<file path="config.mk">
export PLATFORM = sky130hd
export DESIGN_NAME = serial_adder
export DESIGN_NICKNAME = d
export VERILOG_FILES = /design/src/rtl/serial_adder_pkg.sv /design/src/rtl/serial_adder_fa.sv /design/src/rtl/serial_adder.sv
export SDC_FILE = /design/constraint.sdc
export NUM_CORES = 1
export LEC_CHECK = 0
export ABC_AREA = 1
export CAP_MARGIN = 20
export CORE_MARGIN = 2
export CORE_UTILIZATION = 34
export CTS_CLUSTER_SIZE = 28
export DETAILED_ROUTE_END_ITERATION = 16
export GPL_TIMING_DRIVEN = 0
export PLACE_DENSITY_LB_ADDON = 0.1
export SYNTH_ARGS = -nofsm -noshare
export SYNTH_HDL_FRONTEND = slang
export SYNTH_SLANG_ARGS = --single-unit
</file>
<file path="constraint.sdc">
create_clock -name clk -period 1.09 [get_ports clk]
set_input_delay 0.109 -clock clk [delete_from_list [all_inputs] [get_ports clk]]
set_output_delay 0.109 -clock clk [all_outputs]
set_load 0.005 [all_outputs]
</file>
<file path="src/rtl/serial_adder_pkg.sv">
// Shared types and helpers for the bit-serial adder.
package serial_adder_pkg;

  // Controller states; encoding 2'd3 is unused and recovers to StIdle.
  typedef enum logic [1:0] {
    StIdle = 2'd0,
    StRun  = 2'd1,
    StDone = 2'd2
  } sa_state_e;

  // Bit counter width: one extra bit so WIDTH=1 and powers of two never wrap early.
  function automatic int unsigned cnt_width(input int unsigned width);
    return $clog2(width) + 1;
  endfunction

endpackage

</file>
<file path="src/rtl/serial_adder_fa.sv">
// Gate-level one-bit full adder cell.
module serial_adder_fa (
  input  logic a_i,
  input  logic b_i,
  input  logic c_i,
  output logic s_o,
  output logic co_o
);

  logic axb;
  logic gen;
  logic prop;

  assign axb  = a_i ^ b_i;
  assign s_o  = axb ^ c_i;
  assign gen  = a_i & b_i;
  assign prop = axb & c_i;
  assign co_o = gen | prop;

endmodule

</file>
<file path="src/rtl/serial_adder.sv">
// Bit-serial WIDTH-bit adder: {carryout, sum} = a + b + carryin, one bit per clock, LSB first.
module serial_adder
  import serial_adder_pkg::*;
#(
  parameter int unsigned WIDTH = 8
) (
  input  logic             clk,
  input  logic             reset,
  input  logic             start,
  input  logic [WIDTH-1:0] a,
  input  logic [WIDTH-1:0] b,
  input  logic             carryin,
  output logic             busy,
  output logic             done,
  output logic [WIDTH-1:0] sum,
  output logic             carryout
);

  localparam int unsigned CntW = cnt_width(WIDTH);
  localparam logic [CntW-1:0] LastCnt = CntW'(WIDTH - 1);

  sa_state_e        state_q, state_d;
  logic [WIDTH-1:0] op_a_q, op_a_d;
  logic [WIDTH-1:0] op_b_q, op_b_d;
  logic [WIDTH-1:0] acc_q, acc_d;
  logic [WIDTH-1:0] sum_q, sum_d;
  logic [CntW-1:0]  cnt_q, cnt_d;
  logic             cy_q, cy_d;
  logic             co_q, co_d;

  logic             fa_s;
  logic             fa_co;
  logic [WIDTH-1:0] acc_shift;

  serial_adder_fa u_fa (
    .a_i  (op_a_q[0]),
    .b_i  (op_b_q[0]),
    .c_i  (cy_q),
    .s_o  (fa_s),
    .co_o (fa_co)
  );

  // Next-state logic: operand load on accepted start, one bit per cycle in StRun.
  always_comb begin
    state_d = state_q;
    op_a_d  = op_a_q;
    op_b_d  = op_b_q;
    acc_d   = acc_q;
    sum_d   = sum_q;
    cnt_d   = cnt_q;
    cy_d    = cy_q;
    co_d    = co_q;

    // New sum bit enters at the MSB; written this way so WIDTH=1 needs no special case.
    acc_shift            = acc_q >> 1;
    acc_shift[WIDTH-1]   = fa_s;

    case (state_q)
      StIdle, StDone: begin
        if (start) begin
          state_d = StRun;
          op_a_d  = a;
          op_b_d  = b;
          cy_d    = carryin;
          cnt_d   = '0;
          acc_d   = '0;
        end else begin
          state_d = StIdle;
        end
      end
      StRun: begin
        acc_d  = acc_shift;
        op_a_d = op_a_q >> 1;
        op_b_d = op_b_q >> 1;
        cy_d   = fa_co;
        cnt_d  = cnt_q + CntW'(1);
        if (cnt_q == LastCnt) begin
          state_d = StDone;
          sum_d   = acc_shift;
          co_d    = fa_co;
        end
      end
      default: state_d = StIdle;
    endcase
  end

  // State registers with synchronous active-high reset taking priority over everything.
  always_ff @(posedge clk) begin
    if (reset) begin
      state_q <= StIdle;
      op_a_q  <= '0;
      op_b_q  <= '0;
      acc_q   <= '0;
      sum_q   <= '0;
      cnt_q   <= '0;
      cy_q    <= 1'b0;
      co_q    <= 1'b0;
    end else begin
      state_q <= state_d;
      op_a_q  <= op_a_d;
      op_b_q  <= op_b_d;
      acc_q   <= acc_d;
      sum_q   <= sum_d;
      cnt_q   <= cnt_d;
      cy_q    <= cy_d;
      co_q    <= co_d;
    end
  end

  assign busy     = (state_q == StRun);
  assign done     = (state_q == StDone);
  assign sum      = sum_q;
  assign carryout = co_q;

endmodule
</file>
* Yosys cells after proc, flatten, opt, wreduce, memory -nomap -nowiden
Cells that the tools add are included.
** Storage, ports and cells
- Bits in registers :: 40
- Logic and storage cells :: 37
** Cells by class
- $add $sub $neg :: 1
- Eq/ne operators :: 5
- Multiplexer cells :: 13
- Bitwise operators :: 5
- Reductions and logical operators :: 5
** Operators with widths (count)
- $pmux W8 S2 :: 3
- $mux W8 :: 3
- $pmux W4 S2 :: 1
- $add A4 B1 Y4 const B :: 1
- $eq A4 B3 Y1 const B :: 1
- $mux W4 :: 1
- $pmux W2 S2 :: 1
- $reduce_and A2 Y1 :: 2
- $and A1 B1 Y1 :: 2
- $eq A2 B1 Y1 const B :: 1
- $eq A2 B2 Y1 const B :: 1
- $logic_not A2 Y1 :: 1
- $mux W1 :: 2
- $mux W2 :: 1
- $ne A2 B1 Y1 const B :: 1
- $ne A2 B2 Y1 const B :: 1
- $pmux W1 S2 :: 1
- $reduce_bool A2 Y1 :: 1
- $reduce_or A2 Y1 :: 1
- $xor A1 B1 Y1 :: 2
- $or A1 B1 Y1 :: 1

* Longest topological paths before layout
- Word-level depth :: 4
- Gate-level depth with buffers :: 7
- Depth with buffers taken out :: 6

* By module
Synthesis repeated with hierarchy kept, for this count alone.
** Second synthesis, totals
- Cell total of the unflattened synthesis :: 242
- Area total of the unflattened synthesis :: 1806.7 µm²
** Modules (own cells, without submodules)
- serial_adder :: times used 1, cells an instance 241, area an instance 1786.7 µm², sequential area each 780.7 µm²
- serial_adder_fa :: times used 1, cells an instance 1, area an instance 20.0 µm², sequential area each 0.0 µm²

* Least setup slack after synthesis
No wires, ideal clock.
- Path type :: flip-flop to flip-flop
- Start point :: register cnt_q[0]
- End point :: register co_q, in the netlist carryout
- Data arrival time :: 0.982 ns
- Data required time :: 0.976 ns
- Slack :: -0.006 ns
- Stages on the path, launching flop included :: 7
- Path buffers :: 0
- Clock period less this slack :: 1.096 ns
- Cells stage by stage :: dfxtp_1 > ha_1 > nand2_1 > nor2_1 > nand2_2 > nand3_1 > nand2_1
** Between the ends
- Longest elaborated chain between the ends :: 2
** RTL lines
- start: declaration :: line serial_adder.sv:27 : logic [CntW-1:0] cnt_q, cnt_d;
- start signal: assignment :: line serial_adder.sv:104 : cnt_q <= cnt_d;
- $eq A4 B3 Y1 :: line serial_adder.sv:77 : if (cnt_q == LastCnt) begin
- $reduce_and A2 Y1 (no source line)
- end signal: assignment :: line serial_adder.sv:106 : co_q <= co_d;
- end: declaration :: line serial_adder.sv:29 : logic co_q, co_d;
Every way passes these cells.
A chain may end at the register's enable or synchronous reset.

* Worst setup path after layout
- Start point :: register state_q[0]
- End point :: register acc_q[5]
** Between the ends
- Longest elaborated chain between the ends :: 4
- Elaborated cells between the ends (all ways) :: 8
- Those cells by class :: 3 x eq/ne; 1 x mux; 4 x reduce/logical
** RTL lines
- start: declaration :: line serial_adder.sv:22 : sa_state_e state_q, state_d;
- start signal: assignment :: line serial_adder.sv:90 : state_q <= StIdle;
- start signal: assignment :: line serial_adder.sv:99 : state_q <= state_d;
- $eq A2 B2 Y1 or $logic_not A2 Y1 (tied branches) :: line serial_adder.sv:58 : case (state_q)
- $reduce_or A2 Y1 :: line serial_adder.sv:58
- $ne A2 B2 Y1 (no source line) or $reduce_bool A2 Y1 (tied branches)
- $reduce_and A2 Y1 (no source line)
- end signal: assignment :: line serial_adder.sv:93 : acc_q <= '0;
- end signal: assignment :: line serial_adder.sv:102 : acc_q <= acc_d;
- end: declaration :: line serial_adder.sv:25 : logic [WIDTH-1:0] acc_q, acc_d;
Several ways; a longest one is shown, not always the timed one.

==> out/metrics.yaml <==
outcome:
  outcome: "finished, violations left"
  violations: "negative setup slack"
die:
  io_pins: 31
  dieArea_sq_um: 5930
  dieWidth_microns: 77.0
  start_util: 0.352
  core_area_sq_um: 5140
  die_h_microns: 77.0
  row_count: 26
logic_synthesis:
  synth_area_leaders: "dfxtp_1 43%, nand3_1 21%, nand2_1 8.3%"
  yosysMostFrequentCell: "nand3_1"
  syn_inst: 242
  async_flop_share: 0
  yosysTopAreaCellShare: 0.431
  synth-edff-count: 0
  ys_types: 20
  seq_area_frac_synth: 0.431
  ys.flop_type: "dfxtp_1"
  netlist.top_cell.by_area: "dfxtp_1"
  synth_area_sq_um: 1810
  synth.top_cells.by_count: "76 x nand3_1, 40 x nand2_1, 39 x dfxtp_1"
  ys_warn_count: 0
  syn-mean-instance-area_sq_um: 7.49
  synth_nets: 264
  ys_seq_elements: 39
global_routing:
  grt_pass1_vias: 1707
  grt.total_usage: 0.181
  grt_pass1_wl_mm: 8.51
  busiest_layer: "met2"
  grt_max_degree: 13
  antenna_found_initial: 0
  grt_util_met1: 0.262
  grtUsageMet3: 0.0318
  overflow: 0
  grt_use_met2: 0.271
detailed_routing:
  wirelength_mm: 5.53
  viasPerCell: 5.01
  firstDrtPassIters: 4
  drc: 0
  vias: 1883
  antenna_left: 0
  first_iter_violations: 164
  routedWlPerCell_microns: 14.7
worst_setup_path:
  required_ns: 1.31
  rr_startpoint: "state_q[0]"
  worstSetupEndpoint: "acc_q[5]"
  rrSetupSlack_ns: -0.08
  worstPathArrival_ns: 1.40
  timing.rr.end: "acc_q[5]"
  worstPathMaxFanout: 8
  crit_path_end_kind: "flip-flop"
  rr_worst_depth: 6
  startpoint_type: "flip-flop"
  startpoint: "state_q[0]"
  crit_type: "reg2reg"
cts:
  ctsLongestPathBuffers: 2
  clk_latency_ns: 0.29
  numCtsBuffers: 5
  cts.sinks: 39
  ctsHoldBuffers: 0
  cts_tree: "done"
  clk_pin_slew_ns: 0.08
  cts_root_buffer: "clkbuf_8"
  ctsHtreeMaxLevel: 2
placement:
  gp_congestion: 0.742
  dp_cells: 340
  io_buffer_count: 28
  hpwlAfterDp_mm: 3.06
cells_and_area:
  nNetsFinal: 327
  drive_above_1_share: 0.418
  antennaDiodeCount: 0
  area_delta_synth_final_pct: 65.5
  stdcell_count: 376
sta:
  skew_ns: 0.00877
  fmax_mhz: 853
  rsz0062_at_grt: "true"
  period_needed_ns: 1.17
  setup_viol: 37
  max_slew_margin: 0.602
  setup_ws_ns: -0.0830
  finalMaxSlewViolations: 0
  min_period_over_period: 1.08
  worstMarginPinSlew_ns: 0.596
  hold_viol: 0
power:
  power_mw: 3.40
  p_per_area_nw_per_um2: 1130
  p_leak_nw: 1.24
  ir_worst_vdd_uv: 754
flow_run:
  cap_viol_max_count: 0
worst_hold_path:
  hold_class: "in2reg"
area by class of cell:
type / instances / area [sq um]
inverter: 22 / 95.1
clock buffer: 7 / 96.3
multi-input combinational: 167 / 1160
clock inverter: 1 / 7.51
timing repair buffer: 54 / 592
sequential: 39 / 800
fill: 482 / 2140
buffer: 16 / 161
tap: 70 / 87.6
cell families after synthesis:
logic type | share of synthesized area
AOI/OAI and AO/OA | 0.0829
adders and majority gates | 0.0180
buffers and inverters | 0.119
DFF | 0.431
and+or+nand+nor | 0.349
worst min-delay path by stage:
stage,startpoint,endpoint,slack [ns],depth (start not counted)
final,reset,op_a_q[7],0.02,2
after global routing,reset,acc_q[7],0.01,2
after CTS,reset,acc_q[3],0.02,2
after detailed placement,reset,acc_q[7],0.33,2
after global placement,reset,acc_q[1],0.33,2
after floorplan,a[7],op_a_q[7],0.25,2
layout by cell type (no fill, tap or decap), types with 5 or more instances in the layout:
cell type,count
nor2_1,7
clkdlybuf4s50_1,17
buf_4,11
nand2_1,35
buf_6,15
nand3_2,33
clkbuf_8,7
a21oi_2,11
nor2_4,5
inv_1,18
a21oi_1,17
dfxtp_1,28
dfxtp_2,9
dlygate4sd2_1,9
nand3_1,41
through the flow:
stage | hold slack, ns | TNS (ns) | instance area [sq um] | util | setup slack (ns)
floorplan | 0.254 | 0 | 1810 | - | 0.00968
global placement | 0.328 | -3.36 | 2180 | 0.425 | -0.422
detailed placement | 0.335 | -3.70 | 2180 | 0.425 | -0.418
CTS | 0.0173 | -1.98 | 2620 | 0.509 | -0.119
global route | 0.00980 | -3.57 | 3000 | 0.583 | -0.141
finish | 0.0205 | -1.47 | 3000 | 0.583 | -0.0830
critical path: stages, from the launching register on:
cell     delay, ns
dfxtp_4       0.39
buf_6         0.13
nand2_4       0.07
buf_12        0.15
buf_8         0.13
nand3_1       0.08
a21oi_1       0.14
layer usage:
layer  up-vias  routed length (microns)
met5         -                        0
met4         0                       93
met3         9                      300
met2        54                     2540
met1       882                     2590
li1        938                        -
flip-flops by register name (all words and copies together), names as in the netlist:
register,flops
cnt_q,4
acc_q,7
op_b_q,8
sum,8
carryout,1
op_a_q,8
state_q,2
cy_q,1
what timing repair did:
| action | 4_1_cts | 5_1_grt |
|---|---|---|
| buffers inserted | 17 | 6 |
| gates resized for setup | 71 | 58 |
| gates cloned | 3 | 4 |
| setup endpoints to repair | 49 | 40 |
| pin swaps | 12 | 26 |
power by group:
part,leakage (nW),switching [mW],internal [mW],total (mW)
Sequential,0.323,0.0498,1.48,1.53
Combinational,0.869,0.370,0.393,0.763
Clock,0.0505,0.528,0.576,1.10
Total,1.24,0.949,2.45,3.40
Note: power is estimated with default switching activity, not from simulation.
